## src/rtl/rf_dump_streamer_if.sv

```systemverilog
// Beat stream carrying {index, value} pairs from rf_dump_streamer to its consumer.
interface rf_dump_streamer_if #(
   parameter int XLEN = 32,
   parameter int AW   = 5
);
   logic            valid;
   logic            ready;
   logic [AW-1:0]   idx;
   logic [XLEN-1:0] data;

   modport master (output valid, output idx, output data, input ready);
   modport slave  (input valid, input idx, input data, output ready);
endinterface

```

## src/rtl/rf_dump_streamer.sv

```systemverilog
// Walks a register-file index range and streams {index, value} beats out.
// Optional macro RF_DUMP_SKIP_ZERO_EN suppresses beats whose value reads as zero.
module rf_dump_streamer #(
   parameter int XLEN = 32,
   parameter int NREG = 32,
   parameter int AW   = 5
) (
   input  logic             i_clk,
   input  logic             i_rst,
   input  logic             i_start,
   input  logic [AW-1:0]    i_first,
   input  logic [AW-1:0]    i_last,
   output logic             o_busy,
   output logic [AW-1:0]    o_rf_addr,
   input  logic [XLEN-1:0]  i_rf_data,
   rf_dump_streamer_if.master stream,
   output logic             o_done,
   output logic [AW:0]      o_count
);

   typedef enum logic [1:0] {
      IDLE  = 2'd0,
      FETCH = 2'd1,
      SEND  = 2'd2,
      DONE  = 2'd3
   } state_t;

   state_t          state_r, state_s;
   logic [AW-1:0]   ptr_r, ptr_s;
   logic [AW-1:0]   end_r, end_s;
   logic [AW:0]     cnt_r, cnt_s;
   logic [AW-1:0]   idx_r, idx_s;
   logic [XLEN-1:0] data_r, data_s;
   logic            busy_r, valid_r, done_r;
   logic [AW:0]     count_r;
   logic [XLEN-1:0] rd_s;
   logic [AW-1:0]   ptr_inc_s;
   logic            last_s;

   assign rd_s      = (ptr_r == {AW{1'b0}}) ? {XLEN{1'b0}} : i_rf_data;
   assign ptr_inc_s = (ptr_r == AW'(NREG - 1)) ? {AW{1'b0}} : ptr_r + AW'(1);
   assign last_s    = (ptr_r == end_r);

   // Next-state and datapath decode.
   always_comb begin
      state_s = state_r;
      ptr_s   = ptr_r;
      end_s   = end_r;
      cnt_s   = cnt_r;
      idx_s   = idx_r;
      data_s  = data_r;
      case (state_r)
         IDLE: begin
            if (i_start) begin
               ptr_s   = i_first;
               end_s   = i_last;
               cnt_s   = {(AW+1){1'b0}};
               state_s = FETCH;
            end else begin
               state_s = IDLE;
            end
         end
         FETCH: begin
`ifdef RF_DUMP_SKIP_ZERO_EN
            if (rd_s == {XLEN{1'b0}}) begin
               if (last_s) begin
                  state_s = DONE;
               end else begin
                  ptr_s   = ptr_inc_s;
                  state_s = FETCH;
               end
            end else begin
               idx_s   = ptr_r;
               data_s  = rd_s;
               state_s = SEND;
            end
`else
            idx_s   = ptr_r;
            data_s  = rd_s;
            state_s = SEND;
`endif
         end
         SEND: begin
            if (valid_r && stream.ready) begin
               cnt_s = cnt_r + (AW+1)'(1);
               if (last_s) begin
                  state_s = DONE;
               end else begin
                  ptr_s   = ptr_inc_s;
                  state_s = FETCH;
               end
            end else begin
               state_s = SEND;
            end
         end
         DONE: begin
            state_s = IDLE;
         end
         default: begin
            state_s = IDLE;
         end
      endcase
   end

   // State, datapath and registered output flags.
   always_ff @(posedge i_clk) begin
      if (i_rst) begin
         state_r <= IDLE;
         ptr_r   <= {AW{1'b0}};
         end_r   <= {AW{1'b0}};
         cnt_r   <= {(AW+1){1'b0}};
         idx_r   <= {AW{1'b0}};
         data_r  <= {XLEN{1'b0}};
         busy_r  <= 1'b0;
         valid_r <= 1'b0;
         done_r  <= 1'b0;
         count_r <= {(AW+1){1'b0}};
      end else begin
         state_r <= state_s;
         ptr_r   <= ptr_s;
         end_r   <= end_s;
         cnt_r   <= cnt_s;
         idx_r   <= idx_s;
         data_r  <= data_s;
         busy_r  <= (state_s != IDLE);
         valid_r <= (state_s == SEND);
         done_r  <= (state_s == DONE);
         // o_count becomes visible together with the o_done pulse.
         if (state_s == DONE) begin
            count_r <= cnt_s;
         end else begin
            count_r <= count_r;
         end
      end
   end

   assign o_busy       = busy_r;
   assign o_rf_addr    = ptr_r;
   assign o_done       = done_r;
   assign o_count      = count_r;
   assign stream.valid = valid_r;
   assign stream.idx   = idx_r;
   assign stream.data  = data_r;

endmodule

```

## src/flat_wrapper.sv

```systemverilog
// flat-port wrapper written by rule: the top's interface ports become plain ports
module rf_dump_streamer_flat 
#(
   parameter int XLEN = 32,
   parameter int NREG = 32,
   parameter int AW   = 5
)
  (i_clk, i_rst, i_start, i_first, i_last, o_busy, o_rf_addr, i_rf_data, o_done, o_count, stream_valid, stream_idx, stream_data, stream_ready);
  rf_dump_streamer_if #(.XLEN(XLEN), .AW(AW)) stream_i ();
  input  logic i_clk;
  input  logic i_rst;
  input  logic i_start;
  input  logic [AW-1:0] i_first;
  input  logic [AW-1:0] i_last;
  output logic o_busy;
  output logic [AW-1:0] o_rf_addr;
  input  logic [XLEN-1:0] i_rf_data;
  output logic o_done;
  output logic [AW:0] o_count;
  output wire logic [$bits(stream_i.valid)-1:0] stream_valid;
  output wire logic [$bits(stream_i.idx)-1:0] stream_idx;
  output wire logic [$bits(stream_i.data)-1:0] stream_data;
  input wire logic [$bits(stream_i.ready)-1:0] stream_ready;
  assign stream_valid = stream_i.valid;
  assign stream_idx = stream_i.idx;
  assign stream_data = stream_i.data;
  assign stream_i.ready = stream_ready;
  rf_dump_streamer #(.XLEN(XLEN), .NREG(NREG), .AW(AW)) u_core (.i_clk(i_clk), .i_rst(i_rst), .i_start(i_start), .i_first(i_first), .i_last(i_last), .o_busy(o_busy), .o_rf_addr(o_rf_addr), .i_rf_data(i_rf_data), .stream(stream_i), .o_done(o_done), .o_count(o_count));
endmodule
```

## config.mk

```make
export PLATFORM = sky130hd
export DESIGN_NAME = rf_dump_streamer_flat
export DESIGN_NICKNAME = d
export VERILOG_FILES = /design/src/rtl/rf_dump_streamer_if.sv /design/src/rtl/rf_dump_streamer.sv /design/src/flat_wrapper.sv
export SDC_FILE = /design/constraint.sdc
export NUM_CORES = 1
export LEC_CHECK = 0
export ABC_AREA = 1
export ABC_CLOCK_PERIOD_IN_PS = 4200
export CAP_MARGIN = 20
export CORE_ASPECT_RATIO = 1.25
export CORE_MARGIN = 2
export CORE_UTILIZATION = 25
export CTS_CLUSTER_SIZE = 16
export DETAILED_ROUTE_END_ITERATION = 7
export HOLD_SLACK_MARGIN = 0.02
export MAX_ROUTING_LAYER = met4
export RECOVER_POWER = 100
export SYNTH_ARGS = -nofsm -noshare
export SYNTH_HDL_FRONTEND = slang
export SYNTH_SLANG_ARGS = --single-unit
```

## constraint.sdc

```tcl
create_clock -name i_clk -period 4.2 [get_ports i_clk]
set_input_delay 0.84 -clock i_clk [delete_from_list [all_inputs] [get_ports i_clk]]
set_output_delay 0.84 -clock i_clk [all_outputs]
set_load 0.02 [all_outputs]
```

==> flow_summary_export.csv <==
group,metric,value,unit
status,status,"completed",
power,switching_share,28.4,%
finish,final_cell_area,4020,sq um
run,cap_viol_max_count,0,
drt,drt-pass1-iter-count,4,
placement,place.gp.congestion,0.817,
yosys,syn_inst,354,
min_path,holdPathStages,2,
yosys,synth_nets,404,
power,seqPwrFrac,37.6,%
drt,wirelength,7240,um
drt,wl_per_cell,12.5,um
placement,placed_cell_area,3720,sq um
worst_setup_path,r2r_cells,8,
clocking,tritoncts.num_buffers,9,
timing,slew_viol_final,0,
yosys,synth-seq-cells,64,
drt,routed_via_density,4.47,
finish,fin_nets,494,
worst_setup_path,slowest_delay,0.56,ns
yosys,ys_async_sr_fraction,0,%
worst_setup_path,cp.required,4.42,ns
clocking,root_buffer,"clkbuf_16",
power,power.internal,1.33,mW
timing,slew_headroom,57.6,%
finish,fillers,1090,
drt,ant_nets,0,
clocking,cts_setup_buffers,0,
worst_setup_path,path_cells,"dlygate4sd3_1, nand3_1, nand2_1, inv_1, a21oi_1, nand3_1, nand2_1, nor2_1",
power,clockPowerShare,41.3,%
yosys,yosysMostFrequentCell,"nand2_1",
worst_setup_path,reg2reg_slack,2.07,ns
timing,finClkSkew,0.00298,ns
yosys,syn_avg_cell_area,7.52,sq um
floorplan,die_w,96.3,um
floorplan,die_height,119,um
drt,drt-initial-drc-count,53,
timing,rsz0062_at_grt,"false",
clocking,cts_sinks,64,
worst_setup_path,critPathLaunch,"i_start",
worst_setup_path,timing.rr.start,"u_core.state_r[0]$_SDFF_PP0_",
timing,fin_tns_setup,0,ns
power,max-vdd-ir-drop,0.200,mV
clocking,cts_buffer_depth,2,
grt,grt_pass1_wl,12100,um
placement,post-place-cells,565,
yosys,synthTopCellsByArea,"dfxtp_1 48%, nand2_1 11%, o21ai_0 9.8%",
clocking,cts_max_level,3,
yosys,synth-edff-count,0,
placement,hpwl,5080,um
clocking,cts.repair.resized,0,
finish,fin_cells,580,
worst_setup_path,cp_slowest_cell,"dlygate4sd3_1",
grt,antenna_found_initial,0,
timing,worst_slew_pin_slew,0.635,ns
clocking,insertion_delay,0.32,ns
finish,diodes,0,
min_path,hold_class,"flip-flop to flip-flop",
floorplan,core_area,10500,sq um
worst_setup_path,timing.rr.end,"u_core.o_count[0]$_SDFFE_PP0N_",
yosys,synthFlopType,"dfxtp_1",
clocking,cts_hold_buffers,0,
floorplan,num_rows,42,
finish,layout-drive-gt1-share,5.80,%
worst_setup_path,cp_top_family,"simple AND/OR/NAND/NOR gates",
floorplan,start_util,25.4,%
power,p_leak,1.77,nW
yosys,synth_cell_types,25,
power,power_frac_comb,21.1,%
yosys,yosysSeqAreaShare,48.1,%
min_path,hold-path-endpoint,"u_core.end_r[3]$_SDFFE_PP0P_",
worst_setup_path,path_max_fanout,13,
finish,area_growth,51.0,%
worst_setup_path,startpoint_type,"input pin",
grt,grt_max_degree,76,
drt,drc,0,
min_path,min_from,"u_core.end_r[3]$_SDFFE_PP0P_",
yosys,synthTopCellsByCount,"78 x nand2_1, 64 x dfxtp_1, 52 x o21ai_0",
yosys,yosysWarnings,0,
timing,fin_crit_sh,64.3,%
clocking,cts.reportedPaths.clkPinSlew,0.05,ns
worst_setup_path,crit_buf_inv,2,
yosys,synth_top_area_share,48.1,%
grt,grt_remaining_overflow,0,
timing,timing.final.crit_period,2.70,ns
placement,io_buffers,96,
grt,grtUsageTotal,13.8,%
finish,fin_util,38.4,%
power,p_sw,528,uW
power,p_per_area,462,nW/um^2
power,total_power,1.86,mW
timing,finalHoldViolations,0,
floorplan,io_pins,97,
yosys,netlist_area,2660,sq um
grt,grt_pass1_vias,2556,
worst_setup_path,critPathKind,"input pin to flip-flop",
floorplan,die_area,11500,sq um
yosys,synth.largest_area_cell,"dfxtp_1",
timing,setup_viol_count_final,0,
worst_setup_path,arrival,2.92,ns
worst_setup_path,cp-end-kind,"flip-flop",
drt,num_vias,2590,
timing,fmax,370,MHz
clocking,cts_tree,"yes",
==> flip-flops by register name (all words and copies together), names as in the netlist <==
name and flops:
u_core.cnt_r 6, u_core.end_r 5, u_core.o_busy 1, u_core.o_count 6
u_core.o_done 1, u_core.o_rf_addr 5, u_core.state_r 2, u_core.stream.data 32
u_core.stream.idx 5, u_core.stream.valid 1
==> per-stage QoR <==
step,setup slack (ns),hold WS (ns)
after global placement,1.54,0.454
after floorplan,2.59,0.444
after CTS,1.82,0.471
after detailed placement,1.49,0.462
after global routing,1.19,0.506
final,1.50,0.470
==> power by group through the flow <==
stage               combinational [mW]  clock (mW)  sequential (mW)
finish                           0.391       0.767            0.698
global placement                 0.414           0            0.714
floorplan                        0.182           0            0.765
CTS                              0.419       0.787            0.701
detailed placement               0.417           0            0.712
global route                     0.437       0.814            0.706
==> worst reg2reg max path, stage by stage (launching register included) <==
cell and delay (ns):
dfxtp_1 0.37, inv_2 0.14, nand3_1 0.37, nand2_1 0.52, inv_1 0.20, a21oi_1 0.22
nand3_1 0.09, nand2_1 0.08, nor2_1 0.05
==> how the worst max path moves through the flow <==
stage / depth (start not counted) / end / slack (ns)
after CTS: 5 / u_core.stream.data[2]$_SDFFE_PP0N_ / 1.82
after global routing: 8 / u_core.o_count[0]$_SDFFE_PP0N_ / 1.19
after global placement: 5 / u_core.stream.data[10]$_SDFFE_PP0N_ / 1.54
final: 8 / u_core.o_count[0]$_SDFFE_PP0N_ / 1.50
after detailed placement: 5 / u_core.stream.data[2]$_SDFFE_PP0N_ / 1.49
after floorplan: 6 / u_core.o_count[0]$_SDFFE_PP0N_ / 2.59
==> cell usage in the layout, fill, tap and decap left out, types with 2 or more instances in the layout <==
| cell | synthesis | final |
|---|---|---|
| nand2_1 | 78 | 81 |
| dfxtp_1 | 64 | 64 |
| dlygate4sd3_1 | 0 | 54 |
| o21ai_0 | 52 | 52 |
| a21oi_1 | 50 | 50 |
| clkdlybuf4s50_1 | 0 | 42 |
| nor2_1 | 32 | 32 |
| inv_1 | 21 | 21 |
| nand3_1 | 12 | 13 |
| clkbuf_16 | 0 | 9 |
| nand4_1 | 4 | 4 |
| ha_1 | 4 | 4 |
| inv_2 | 3 | 3 |
| clkbuf_8 | 0 | 3 |
| nor2_4 | 1 | 2 |
| buf_4 | 1 | 2 |
==> layer usage <==
metal,vias up,wire length [um],global-route usage (%)
met5,-,0,-
met1,1163,3190,16.6
met3,14,444,4.17
met2,72,3460,21.9
met4,0,142,4.64
li1,1341,-,-
==> logic make-up after synthesis <==
logic type	Yosys count	share of synthesized area, %
xor+xnor	1	0.329
simple gates	136	22.2
buf+inv	44	7.29
compound gates	105	20.1
fa+ha+maj	4	1.88
flops	64	48.1
==> layout make-up <==
cell class	instances	area [sq um]	area share, %
Tap cell	132	165	4.11
Multi-Input combinational cell	246	1180	29.3
Timing Repair Buffer	99	996	24.8
Clock buffer	13	270	6.72
Sequential cell	64	1280	31.9
Clock inverter	2	37.5	0.934
Inverter	24	90.1	2.24
Note: power is estimated with default switching activity, not from simulation.
